**src/rtl/mini_src_pkg.sv**
```systemverilog
// Shared opcode values, FSM state encoding, instruction classes and the
// control-word layout for the Mini-SRC control unit.
package mini_src_pkg;

    // 5-bit opcodes, IR[31:27]
    localparam logic [4:0] OP_LD   = 5'b00000;
    localparam logic [4:0] OP_LDI  = 5'b00001;
    localparam logic [4:0] OP_ST   = 5'b00010;
    localparam logic [4:0] OP_ADD  = 5'b00011;
    localparam logic [4:0] OP_SUB  = 5'b00100;
    localparam logic [4:0] OP_AND  = 5'b00101;
    localparam logic [4:0] OP_OR   = 5'b00110;
    localparam logic [4:0] OP_ROR  = 5'b00111;
    localparam logic [4:0] OP_ROL  = 5'b01000;
    localparam logic [4:0] OP_SHR  = 5'b01001;
    localparam logic [4:0] OP_SHRA = 5'b01010;
    localparam logic [4:0] OP_SHL  = 5'b01011;
    localparam logic [4:0] OP_ADDI = 5'b01100;
    localparam logic [4:0] OP_ANDI = 5'b01101;
    localparam logic [4:0] OP_ORI  = 5'b01110;
    localparam logic [4:0] OP_MUL  = 5'b01111;
    localparam logic [4:0] OP_DIV  = 5'b10000;
    localparam logic [4:0] OP_NEG  = 5'b10001;
    localparam logic [4:0] OP_NOT  = 5'b10010;
    localparam logic [4:0] OP_BR   = 5'b10011;
    localparam logic [4:0] OP_JR   = 5'b10100;
    localparam logic [4:0] OP_JAL  = 5'b10101;
    localparam logic [4:0] OP_IN   = 5'b10110;
    localparam logic [4:0] OP_OUT  = 5'b10111;
    localparam logic [4:0] OP_MFHI = 5'b11000;
    localparam logic [4:0] OP_MFLO = 5'b11001;
    localparam logic [4:0] OP_NOP  = 5'b11010;
    localparam logic [4:0] OP_HALT = 5'b11011;

    // T-steps are consecutive so the sequencer can simply count upward
    typedef enum logic [3:0] {
        S_RESET, S_T0, S_T1, S_T2, S_T3, S_T4, S_T5, S_T6, S_T7, S_HALT
    } state_t;

    typedef enum logic [3:0] {
        C_ALU3, C_IMM, C_LDI, C_LD, C_ST, C_MULDIV, C_UNARY, C_BR,
        C_JR, C_JAL, C_IN, C_OUT, C_MFHI, C_MFLO, C_NOP, C_HALT
    } op_class_t;

    // One bit per Datapath strobe
    typedef struct packed {
        logic PCout, Zhighout, Zlowout, LOout, HIout, MDRout, InPortout, Cout, BAout;
        logic MARin, PCin, MDRin, IRin, Yin, HIin, LOin, Zhighin, Zlowin, OutPortin, CONin;
        logic IncPC, Read, Write, Gra, Grb, Grc, Rin, Rout;
    } ctrl_t;

    // Final control step of each instruction class; the boundary check keys off this
    function automatic state_t last_step(op_class_t c);
        case (c)
            C_ALU3, C_IMM, C_LDI: return S_T5;
            C_LD, C_ST:           return S_T7;
            C_MULDIV, C_BR:       return S_T6;
            C_UNARY, C_JAL:       return S_T4;
            C_NOP, C_HALT:        return S_T2;
            default:              return S_T3;
        endcase
    endfunction

endpackage

```
**src/rtl/control_unit_if.sv**
```systemverilog
// Control-unit <-> Datapath bundle: IR/CON/Stop feed the sequencer, strobes drive the Datapath.
interface control_unit_if;
    logic [31:0] IR;
    logic        CON;
    logic        Stop;
    logic        Run;
    logic PCout, Zhighout, Zlowout, LOout, HIout, MDRout, InPortout, Cout, BAout;
    logic MARin, PCin, MDRin, IRin, Yin, HIin, LOin, Zhighin, Zlowin, OutPortin, CONin;
    logic IncPC, Read, Write, Gra, Grb, Grc, Rin, Rout;

    modport master (
        input  IR, CON, Stop,
        output Run,
        output PCout, Zhighout, Zlowout, LOout, HIout, MDRout, InPortout, Cout, BAout,
        output MARin, PCin, MDRin, IRin, Yin, HIin, LOin, Zhighin, Zlowin, OutPortin, CONin,
        output IncPC, Read, Write, Gra, Grb, Grc, Rin, Rout
    );

    modport slave (
        output IR, CON, Stop,
        input  Run,
        input  PCout, Zhighout, Zlowout, LOout, HIout, MDRout, InPortout, Cout, BAout,
        input  MARin, PCin, MDRin, IRin, Yin, HIin, LOin, Zhighin, Zlowin, OutPortin, CONin,
        input  IncPC, Read, Write, Gra, Grb, Grc, Rin, Rout
    );
endinterface

```
**src/rtl/control_unit_opcode_class_decode.sv**
```systemverilog
// Opcode -> instruction class; undefined opcodes behave as nop.
module opcode_class_decode
    import mini_src_pkg::*;
(
    input  logic [4:0] opcode,
    output op_class_t  cls
);

    // Pure table lookup
    always_comb begin
        cls = C_NOP;
        case (opcode)
            OP_ADD, OP_SUB, OP_AND, OP_OR, OP_SHR,
            OP_SHRA, OP_SHL, OP_ROR, OP_ROL:     cls = C_ALU3;
            OP_ADDI, OP_ANDI, OP_ORI:            cls = C_IMM;
            OP_LDI:                              cls = C_LDI;
            OP_LD:                               cls = C_LD;
            OP_ST:                               cls = C_ST;
            OP_MUL, OP_DIV:                      cls = C_MULDIV;
            OP_NEG, OP_NOT:                      cls = C_UNARY;
            OP_BR:                               cls = C_BR;
            OP_JR:                               cls = C_JR;
            OP_JAL:                              cls = C_JAL;
            OP_IN:                               cls = C_IN;
            OP_OUT:                              cls = C_OUT;
            OP_MFHI:                             cls = C_MFHI;
            OP_MFLO:                             cls = C_MFLO;
            OP_HALT:                             cls = C_HALT;
            default:                             cls = C_NOP;
        endcase
    end

endmodule

```
**src/rtl/control_unit.sv**
```systemverilog
// Mini-SRC sequencer: fetch/decode/execute FSM, one control step per clock,
// Moore-decoded strobes from the state plus the class latched at the end of T2.
module control_unit
    import mini_src_pkg::*;
#(
    parameter bit RUN_ON_RESET = 1'b1
) (
    input  logic           clock,
    input  logic           clear,
    control_unit_if.master bus
);

    state_t    state_q, state_d;
    op_class_t dec_cls, cls_q;
    ctrl_t     ctl;
    logic      stop_pend;
    logic      stop_req;
    logic      at_boundary;

    // Only the opcode field steers sequencing; register fields are consumed by the Datapath
    logic unused_ir;
    assign unused_ir = ^bus.IR[26:0];

    opcode_class_decode u_dec (
        .opcode (bus.IR[31:27]),
        .cls    (dec_cls)
    );

    // A Stop seen at any point of an instruction is held until the instruction ends
    assign stop_req    = bus.Stop | stop_pend;
    assign at_boundary = (state_d == S_T0) || (state_d == S_HALT);

    // State register, latched instruction class and pending-stop flag
    always_ff @(posedge clock or posedge clear) begin
        if (clear) begin
            state_q   <= S_RESET;
            cls_q     <= C_NOP;
            stop_pend <= 1'b0;
        end else begin
            state_q   <= state_d;
            if (state_q == S_T2)
                cls_q <= dec_cls;
            stop_pend <= at_boundary ? 1'b0 : (stop_pend | bus.Stop);
        end
    end

    // Next-state: fixed fetch, decode at T2, count up to the class's last step
    always_comb begin
        state_d = state_q;
        case (state_q)
            S_RESET: state_d = RUN_ON_RESET ? S_T0 : S_HALT;
            S_T0:    state_d = S_T1;
            S_T1:    state_d = S_T2;
            S_T2: begin
                if (dec_cls == C_HALT)
                    state_d = S_HALT;
                else if (dec_cls == C_NOP)
                    state_d = stop_req ? S_HALT : S_T0;
                else
                    state_d = S_T3;
            end
            S_HALT: begin
                if (!RUN_ON_RESET && !bus.Stop)
                    state_d = S_T0;
            end
            default: begin
                if (state_q == last_step(cls_q))
                    state_d = stop_req ? S_HALT : S_T0;
                else
                    state_d = state_t'(state_q + 4'd1);
            end
        endcase
    end

    // Strobe decode: every strobe defaults low, each step raises only its own set
    always_comb begin
        ctl = '0;
        case (state_q)
            S_T0: begin ctl.PCout = 1'b1; ctl.MARin = 1'b1; ctl.IncPC = 1'b1; ctl.Zlowin = 1'b1; end
            S_T1: begin ctl.Zlowout = 1'b1; ctl.PCin = 1'b1; ctl.Read = 1'b1; ctl.MDRin = 1'b1; end
            S_T2: begin ctl.MDRout = 1'b1; ctl.IRin = 1'b1; end
            S_T3: begin
                case (cls_q)
                    C_ALU3, C_IMM: begin ctl.Grb = 1'b1; ctl.Rout = 1'b1; ctl.Yin = 1'b1; end
                    C_LDI, C_LD, C_ST: begin ctl.Grb = 1'b1; ctl.BAout = 1'b1; ctl.Yin = 1'b1; end
                    C_MULDIV: begin ctl.Gra = 1'b1; ctl.Rout = 1'b1; ctl.Yin = 1'b1; end
                    C_UNARY:  begin ctl.Grb = 1'b1; ctl.Rout = 1'b1; ctl.Zlowin = 1'b1; end
                    C_BR:     begin ctl.Gra = 1'b1; ctl.Rout = 1'b1; ctl.CONin = 1'b1; end
                    C_JR:     begin ctl.Gra = 1'b1; ctl.Rout = 1'b1; ctl.PCin = 1'b1; end
                    C_JAL:    begin ctl.PCout = 1'b1; ctl.Grb = 1'b1; ctl.Rin = 1'b1; end
                    C_IN:     begin ctl.InPortout = 1'b1; ctl.Gra = 1'b1; ctl.Rin = 1'b1; end
                    C_OUT:    begin ctl.Gra = 1'b1; ctl.Rout = 1'b1; ctl.OutPortin = 1'b1; end
                    C_MFHI:   begin ctl.HIout = 1'b1; ctl.Gra = 1'b1; ctl.Rin = 1'b1; end
                    C_MFLO:   begin ctl.LOout = 1'b1; ctl.Gra = 1'b1; ctl.Rin = 1'b1; end
                    default: ;
                endcase
            end
            S_T4: begin
                case (cls_q)
                    C_ALU3: begin ctl.Grc = 1'b1; ctl.Rout = 1'b1; ctl.Zlowin = 1'b1; end
                    C_IMM, C_LDI, C_LD, C_ST: begin ctl.Cout = 1'b1; ctl.Zlowin = 1'b1; end
                    C_MULDIV: begin
                        ctl.Grb = 1'b1; ctl.Rout = 1'b1; ctl.Zhighin = 1'b1; ctl.Zlowin = 1'b1;
                    end
                    C_UNARY: begin ctl.Zlowout = 1'b1; ctl.Gra = 1'b1; ctl.Rin = 1'b1; end
                    C_BR:    begin ctl.PCout = 1'b1; ctl.Yin = 1'b1; end
                    C_JAL:   begin ctl.Gra = 1'b1; ctl.Rout = 1'b1; ctl.PCin = 1'b1; end
                    default: ;
                endcase
            end
            S_T5: begin
                case (cls_q)
                    C_ALU3, C_IMM, C_LDI: begin ctl.Zlowout = 1'b1; ctl.Gra = 1'b1; ctl.Rin = 1'b1; end
                    C_LD, C_ST: begin ctl.Zlowout = 1'b1; ctl.MARin = 1'b1; end
                    C_MULDIV:   begin ctl.Zlowout = 1'b1; ctl.LOin = 1'b1; end
                    C_BR:       begin ctl.Cout = 1'b1; ctl.Zlowin = 1'b1; end
                    default: ;
                endcase
            end
            S_T6: begin
                case (cls_q)
                    C_LD:     begin ctl.Read = 1'b1; ctl.MDRin = 1'b1; end
                    C_ST:     begin ctl.Gra = 1'b1; ctl.Rout = 1'b1; ctl.MDRin = 1'b1; end
                    C_MULDIV: begin ctl.Zhighout = 1'b1; ctl.HIin = 1'b1; end
                    // CON was loaded by CONin in T3 and is stable by now
                    C_BR:     begin ctl.Zlowout = 1'b1; ctl.PCin = bus.CON; end
                    default: ;
                endcase
            end
            S_T7: begin
                case (cls_q)
                    C_LD: begin ctl.MDRout = 1'b1; ctl.Gra = 1'b1; ctl.Rin = 1'b1; end
                    C_ST: ctl.Write = 1'b1;
                    default: ;
                endcase
            end
            default: ;
        endcase
    end

    assign bus.Run = (state_q != S_RESET) && (state_q != S_HALT);

    assign bus.PCout     = ctl.PCout;     assign bus.Zhighout  = ctl.Zhighout;
    assign bus.Zlowout   = ctl.Zlowout;   assign bus.LOout     = ctl.LOout;
    assign bus.HIout     = ctl.HIout;     assign bus.MDRout    = ctl.MDRout;
    assign bus.InPortout = ctl.InPortout; assign bus.Cout      = ctl.Cout;
    assign bus.BAout     = ctl.BAout;     assign bus.MARin     = ctl.MARin;
    assign bus.PCin      = ctl.PCin;      assign bus.MDRin     = ctl.MDRin;
    assign bus.IRin      = ctl.IRin;      assign bus.Yin       = ctl.Yin;
    assign bus.HIin      = ctl.HIin;      assign bus.LOin      = ctl.LOin;
    assign bus.Zhighin   = ctl.Zhighin;   assign bus.Zlowin    = ctl.Zlowin;
    assign bus.OutPortin = ctl.OutPortin; assign bus.CONin     = ctl.CONin;
    assign bus.IncPC     = ctl.IncPC;     assign bus.Read      = ctl.Read;
    assign bus.Write     = ctl.Write;     assign bus.Gra       = ctl.Gra;
    assign bus.Grb       = ctl.Grb;       assign bus.Grc       = ctl.Grc;
    assign bus.Rin       = ctl.Rin;       assign bus.Rout      = ctl.Rout;

endmodule

```
**src/flat_wrapper.sv**
```systemverilog
// flat-port wrapper written by rule: the top's interface ports become plain ports
module control_unit_flat import mini_src_pkg::*;
#(
    parameter bit RUN_ON_RESET = 1'b1
)
  (clock, clear, bus_IR, bus_CON, bus_Stop, bus_Run, bus_PCout, bus_Zhighout, bus_Zlowout, bus_LOout, bus_HIout, bus_MDRout, bus_InPortout, bus_Cout, bus_BAout, bus_MARin, bus_PCin, bus_MDRin, bus_IRin, bus_Yin, bus_HIin, bus_LOin, bus_Zhighin, bus_Zlowin, bus_OutPortin, bus_CONin, bus_IncPC, bus_Read, bus_Write, bus_Gra, bus_Grb, bus_Grc, bus_Rin, bus_Rout);
  control_unit_if bus_i ();
  input  logic clock;
  input  logic clear;
  input wire logic [$bits(bus_i.IR)-1:0] bus_IR;
  input wire logic [$bits(bus_i.CON)-1:0] bus_CON;
  input wire logic [$bits(bus_i.Stop)-1:0] bus_Stop;
  output wire logic [$bits(bus_i.Run)-1:0] bus_Run;
  output wire logic [$bits(bus_i.PCout)-1:0] bus_PCout;
  output wire logic [$bits(bus_i.Zhighout)-1:0] bus_Zhighout;
  output wire logic [$bits(bus_i.Zlowout)-1:0] bus_Zlowout;
  output wire logic [$bits(bus_i.LOout)-1:0] bus_LOout;
  output wire logic [$bits(bus_i.HIout)-1:0] bus_HIout;
  output wire logic [$bits(bus_i.MDRout)-1:0] bus_MDRout;
  output wire logic [$bits(bus_i.InPortout)-1:0] bus_InPortout;
  output wire logic [$bits(bus_i.Cout)-1:0] bus_Cout;
  output wire logic [$bits(bus_i.BAout)-1:0] bus_BAout;
  output wire logic [$bits(bus_i.MARin)-1:0] bus_MARin;
  output wire logic [$bits(bus_i.PCin)-1:0] bus_PCin;
  output wire logic [$bits(bus_i.MDRin)-1:0] bus_MDRin;
  output wire logic [$bits(bus_i.IRin)-1:0] bus_IRin;
  output wire logic [$bits(bus_i.Yin)-1:0] bus_Yin;
  output wire logic [$bits(bus_i.HIin)-1:0] bus_HIin;
  output wire logic [$bits(bus_i.LOin)-1:0] bus_LOin;
  output wire logic [$bits(bus_i.Zhighin)-1:0] bus_Zhighin;
  output wire logic [$bits(bus_i.Zlowin)-1:0] bus_Zlowin;
  output wire logic [$bits(bus_i.OutPortin)-1:0] bus_OutPortin;
  output wire logic [$bits(bus_i.CONin)-1:0] bus_CONin;
  output wire logic [$bits(bus_i.IncPC)-1:0] bus_IncPC;
  output wire logic [$bits(bus_i.Read)-1:0] bus_Read;
  output wire logic [$bits(bus_i.Write)-1:0] bus_Write;
  output wire logic [$bits(bus_i.Gra)-1:0] bus_Gra;
  output wire logic [$bits(bus_i.Grb)-1:0] bus_Grb;
  output wire logic [$bits(bus_i.Grc)-1:0] bus_Grc;
  output wire logic [$bits(bus_i.Rin)-1:0] bus_Rin;
  output wire logic [$bits(bus_i.Rout)-1:0] bus_Rout;
  assign bus_i.IR = bus_IR;
  assign bus_i.CON = bus_CON;
  assign bus_i.Stop = bus_Stop;
  assign bus_Run = bus_i.Run;
  assign bus_PCout = bus_i.PCout;
  assign bus_Zhighout = bus_i.Zhighout;
  assign bus_Zlowout = bus_i.Zlowout;
  assign bus_LOout = bus_i.LOout;
  assign bus_HIout = bus_i.HIout;
  assign bus_MDRout = bus_i.MDRout;
  assign bus_InPortout = bus_i.InPortout;
  assign bus_Cout = bus_i.Cout;
  assign bus_BAout = bus_i.BAout;
  assign bus_MARin = bus_i.MARin;
  assign bus_PCin = bus_i.PCin;
  assign bus_MDRin = bus_i.MDRin;
  assign bus_IRin = bus_i.IRin;
  assign bus_Yin = bus_i.Yin;
  assign bus_HIin = bus_i.HIin;
  assign bus_LOin = bus_i.LOin;
  assign bus_Zhighin = bus_i.Zhighin;
  assign bus_Zlowin = bus_i.Zlowin;
  assign bus_OutPortin = bus_i.OutPortin;
  assign bus_CONin = bus_i.CONin;
  assign bus_IncPC = bus_i.IncPC;
  assign bus_Read = bus_i.Read;
  assign bus_Write = bus_i.Write;
  assign bus_Gra = bus_i.Gra;
  assign bus_Grb = bus_i.Grb;
  assign bus_Grc = bus_i.Grc;
  assign bus_Rin = bus_i.Rin;
  assign bus_Rout = bus_i.Rout;
  control_unit #(.RUN_ON_RESET(RUN_ON_RESET)) u_core (.clock(clock), .clear(clear), .bus(bus_i));
endmodule
```
**config.mk**
```make
export PLATFORM = sky130hd
export DESIGN_NAME = control_unit_flat
export DESIGN_NICKNAME = d
export VERILOG_FILES = /design/src/rtl/mini_src_pkg.sv /design/src/rtl/control_unit_if.sv /design/src/rtl/control_unit_opcode_class_decode.sv /design/src/rtl/control_unit.sv /design/src/flat_wrapper.sv
export SDC_FILE = /design/constraint.sdc
export NUM_CORES = 1
export LEC_CHECK = 0
export CAP_MARGIN = 20
export CORE_AREA = 2 2 60 62
export DETAILED_ROUTE_END_ITERATION = 7
export DIE_AREA = 0 0 62 64
export PLACE_DENSITY = 0.84
export SLEW_MARGIN = 25
export SYNTH_ARGS = -nofsm -noshare
export SYNTH_HDL_FRONTEND = slang
export SYNTH_SLANG_ARGS = --single-unit
```
**constraint.sdc**
```tcl
create_clock -name clock -period 4.81 [get_ports clock]
set_input_delay 0.962 -clock clock [delete_from_list [all_inputs] [get_ports clock]]
set_output_delay 0.962 -clock clock [all_outputs]
set_load 0.01 [all_outputs]
```
; Word-level counts from Yosys, hierarchy flattened
; Memory sizes are Yosys's and may differ from the RTL's.
; Cells that the tools add are included.
[word_totals]
register_bits = 9
mem_bits_ro = 192
inputBits = 36
out_inout_bits = 29
word_cells = 108
memories = 2
[op_classes]
add_sub_neg = 1
n_eq_ne = 28
mux = 56
bitwise = 1
n_reduce_logical = 17
[memory_table]
columns = memory, depth, width, rd, rd_ports_with_merged_regs, write_ports, line_no
row1 = (name not given), 32, 4, 1, 0, 0, control_unit_opcode_class_decode.sv:12  ; case (opcode)
row2 = (name not given), 16, 4, 1, 0, 0, mini_src_pkg.sv:54  ; case (c)
[ops]
columns = cell, n
row1 = $eq 4x4->1 const B, 11
row2 = $mux 1, 34
row3 = $eq 4x3->1 const B, 8
row4 = $reduce_or 7->1, 3
row5 = $mux 4, 5
row6 = $pmux 4 s5, 1
row7 = $eq 4x2->1 const B, 4
row8 = $pmux 1 s4, 4
row9 = $pmux 1 s2, 7
row10 = $eq 4x1->1 const B, 3
row11 = $reduce_or 3->1, 3
row12 = $logic_not 4->1, 2
row13 = $reduce_or 4->1, 2
row14 = $pmux 1 s3, 2
row15 = $reduce_or 6->1, 1
row16 = $pmux 1 s5, 1
row17 = $reduce_or 5->1, 1
row18 = $add 4x1->4 const B, 1
row19 = $eq 4x4->1, 1
row20 = $mux 2, 2
row21 = $ne 4x4->1 const B, 1
row22 = $reduce_bool 4->1, 1
row23 = $reduce_or 2->1, 2
row24 = $logic_and 1x1->1, 1
row25 = 2 further kinds, 2

; Logic depth before layout (Yosys ltp)
[logic_depth]
word_depth = 9
depth_mapped = 9
depth_no_buf = 8

; Cells and area by module
; Synthesis repeated with hierarchy kept, for this count alone.
[hier_totals]
hier_cells = 214
area_unflattened_um2 = 1477.7
[by_module_without_submodules]
columns = module, instances, cells_each, area_each_um2
row1 = control_unit, 1, 190, 1310.0
row2 = opcode_class_decode, 1, 24, 167.7

; Worst setup path before layout
; Ideal clock, no wire load.
[synth_timing]
kind = register -> output
startpoint = register u_core.state_q[1]
endpoint = output bus_Rout
arrival_time_ps = 1727
required_ps = 3848
path_slack_ps = 2121
stages_incl_launch_ff = 10
cell_sequence = dfrtp_1 > buf_2 > inv_1 > ha_1 > clkbuf_1 > nand3_1 > o211ai_1 > o21ai_1 > o21a_1 > o21ai_1
[synth_between]
elab_chain_len = 2
[synth_lines]
columns = item, line_no
row1 = start: declaration, control_unit.sv:13  ; state_t state_q, state_d;
row2 = start signal: assignment, control_unit.sv:40  ; state_q <= state_d;
row3 = $eq 4x3->1, control_unit.sv:78  ; case (state_q)
row4 = $pmux 1 s3 *, control_unit.sv:78
row5 = end: declaration, flat_wrapper.sv:41  ; output wire logic [$bits(bus_i.Rout)-1:0] bus_Rout;
; Every way passes the cells marked *; elsewhere a longest branch is shown, timed or not.

; Final worst setup path
[layout_timing]
startpoint = register u_core.state_q[2]
endpoint = output bus_Rout
; The elaborated chain is that of the path after synthesis.

==> metrics.csv <==
stage;metric;value;unit
run_status;status;finished clean;
power;leakagePower;0.0006906;uW
grt;grt.overflow.total;0;
routing;vias_per_cell;5.965;
cells_and_area;nNetsFinal;286;
synthesis;synth_cells;220;
synthesis;ys_warn_count;0;
clock_network;numCtsBuffers;3;
clock_network;cts_root_buffer;clkbuf_4;
power;power.total;1126;uW
grt;antenna_found_initial;0;
floorplan;ios;65;
floorplan;dieArea;0.003968;mm2
synthesis;ys_ff_latch;9;
clock_network;cts_setup_buffers;0;
worst_setup_path;crit_path_start_kind;flop;
routing;vias;1712;
routing;wirelength;4214;um
timing;slew_headroom;50.13;%
clock_network;clockBufferDepth;2;
floorplan;core;0.003284;mm2
routing;wl_per_cell;14.68;um
worst_setup_path;arrival;2.91;ns
worst_setup_path;cp_max_fo;15;
cells_and_area;final_common_cell;clkdlybuf4s50_1;
synthesis;ys_seq_area_share;15.51;%
routing;remaining_drc_errors;0;
clock_network;htree_num_levels;1;
worst_setup_path;reg2reg_to;u_core.state_q[3];
worst_setup_path;crit_chain;nor2b_1 > nand2_1 > nor2_1 > o21ai_1 > o21a_1 > o21ai_1 > clkdlybuf4s50_1;
grt;grt_usage;22.91;%
worst_setup_path;required;3.85;ns
timing;min_period;3.870;ns
cells_and_area;drive_gt1_share;5.809;%
worst_hold_path;hold_end;u_core.state_q[3];
timing;tightest_slew;0.7480;ns
timing;skew;0.006088;ns
cells_and_area;fin_util;55.89;%
worst_hold_path;worstHoldPathType;flop to flop;
grt;grt_max_degree;28;
synthesis;async_reset_ff_share;100.0;%
clock_network;clkTransAtPathRegs;0.06;ns
synthesis;avgSynthCellArea;6.711;um2
clock_network;cts_resized;0;
timing;fin_ws;0.9403;ns
clock_network;cts_hold_buf;0;
synthesis;netlist_area;0.001476;mm2
timing;max_freq;258.4;MHz
grt;grt_pass1_wl;7127;um
clock_network;cts_tree;yes;
cells_and_area;antennaDiodeCount;0;
placed_design;hpwl;3106;um
routing;drt_pass1_iterations;5;
synthesis;synth_edf_count;0;
timing;whs;0.6271;ns
clock_network;cts.sinks;9;
worst_setup_path;ff2ff_path_depth;6;
power;peakVddDrop;362.8;uV
floorplan;rows;21;
synthesis;synthDistinctLibCells;57;
worst_setup_path;worstSetupEndpointType;output port;
synthesis;syn_nets;264;
timing;finalSetupTns;0;ns
clock_network;clk_latency;0.27;ns
worst_setup_path;slowest_delay;0.65;ns
cells_and_area;final_cell_mix;37 x clkdlybuf4s50_1, 28 x nor2_1, 24 x nand2_1;
placed_design;gp_congestion;0.9327;
timing;final.period_utilization;80.45;%
floorplan;start_util;44.95;%
worst_hold_path;whs_path_depth;2;
worst_setup_path;critical-path-top-delay-family;simple AND/OR/NAND/NOR gates;
worst_setup_path;r2r-start;u_core.cls_q[3];
routing;antenna_left;0;
worst_setup_path;rrSetupSlack;2.53;ns
worst_hold_path;hp-start;u_core.stop_pend;
cells_and_area;area_delta_synth_final;24.32;%
timing;hold_violations;0;
routing;drtIter0Drc;129;
power;power.density_cell_area;613.6;mW/mm2
timing;setup_viol;0;
worst_setup_path;path_class;flop to output port;
flow_run;maxCapViolations;0;
timing;rsz0062_at_grt;no;
worst_setup_path;crit_top_cell;o21ai_1;
worst_setup_path;critPathBufInv;1;
synthesis;synth_flop_cell;dfrtp_1;
placed_design;dp_slack;1.305;ns
placed_design;io_buffers;37;
timing;maxSlewViolCount;0;
floorplan;die_h;64;um
floorplan;die_w;62;um
grt;grt_pass1_vias;1543;
worst_setup_path;critPathSlowestCell;dfrtp_1;
==> synth_stat cells (3+ instances only) <==
master / n / area, um2
o21a_1: 3 / 22.52
o211ai_1: 5 / 37.54
o22ai_1: 3 / 18.77
nor3b_1: 3 / 22.52
and2_1: 4 / 25.02
a21oi_1: 14 / 70.07
nand3_1: 8 / 40.04
nor2b_1: 4 / 25.02
o21ai_1: 4 / 20.02
buf_2: 7 / 35.03
o21ai_0: 17 / 85.08
nor3_1: 10 / 50.05
dfstp_2: 3 / 78.83
nand3b_1: 3 / 22.52
mux2i_1: 3 / 30.03
nand2_1: 24 / 90.09
buf_1: 3 / 11.26
nor2_1: 28 / 105.1
clkbuf_1: 8 / 30.03
ha_1: 8 / 100.1
dfrtp_1: 6 / 150.1
inv_1: 8 / 30.03
==> registers in the layout (all words and copies together) (netlist names) <==
register and flops:
u_core.state_q 4, u_core.stop_pend 1, u_core.cls_q 4
==> layout make-up <==
class,instances,area [um2]
timing repair buffer,37,370.4
multi-input combinational,180,1111
tap,46,57.56
clock buffer,4,26.28
sequential,9,229.0
fill,310,1449
inverter,11,41.29
==> through the flow <==
step	instance area, um2	std cells
after floorplan	1476	220
after detailed placement	1809	283
after global placement	1809	283
after CTS	1836	287
final	1836	287
after global routing	1836	287
==> power by group <==
group	internal, uW	total, uW	switching, uW
logic	367	787	420
registers	123	279	156
clock network	32.1	60.3	28.2
==> worst max path at each step <==
stage / from / cells after the start / end / slack, ns
2_1_floorplan: u_core.state_q[1] / 9 / bus_Rout / 2.12
3_3_place_gp: u_core.state_q[2] / 7 / bus_Zlowout / 1.38
3_5_place_dp: u_core.state_q[2] / 7 / bus_Rout / 1.30
4_1_cts: u_core.state_q[2] / 7 / bus_Rout / 1.01
5_1_grt: u_core.state_q[2] / 7 / bus_Rout / 0.71
6_report: u_core.state_q[2] / 7 / bus_Rout / 0.94
==> cells by family after synthesis <==
| family | after synthesis | share of synthesized area, % |
|---|---|---|
| AOI/OAI and AO/OA | 69 | 32.04 |
| xor gates and xnor gates | 4 | 2.373 |
| adders and majority gates | 8 | 6.780 |
| buffers and inverters | 31 | 9.237 |
| DFF | 9 | 15.51 |
| muxes | 4 | 2.797 |
| and+or+nand+nor | 95 | 31.27 |
==> worst register-to-register path: stages (launching register included) <==
cell and delay (ns):
dfstp_2 0.80, nand2b_1 0.38, a2bb2oi_1 0.24, a21bo_1 0.19, o211ai_4 0.13, mux2i_1 0.15
a221o_1 0.29
==> layer usage <==
metal | global-route usage [%] | part of all wire, % | vias up
met2 | 34.64 | 50 | 76
li1 | - | - | 824
met3 | 4.656 | 6.3 | 6
met1 | 32.67 | 42 | 806
met5 | 0 | 0 | -
met4 | 5.851 | 1.1 | 0
No activity file was read; power rests on OpenSTA's default activity.
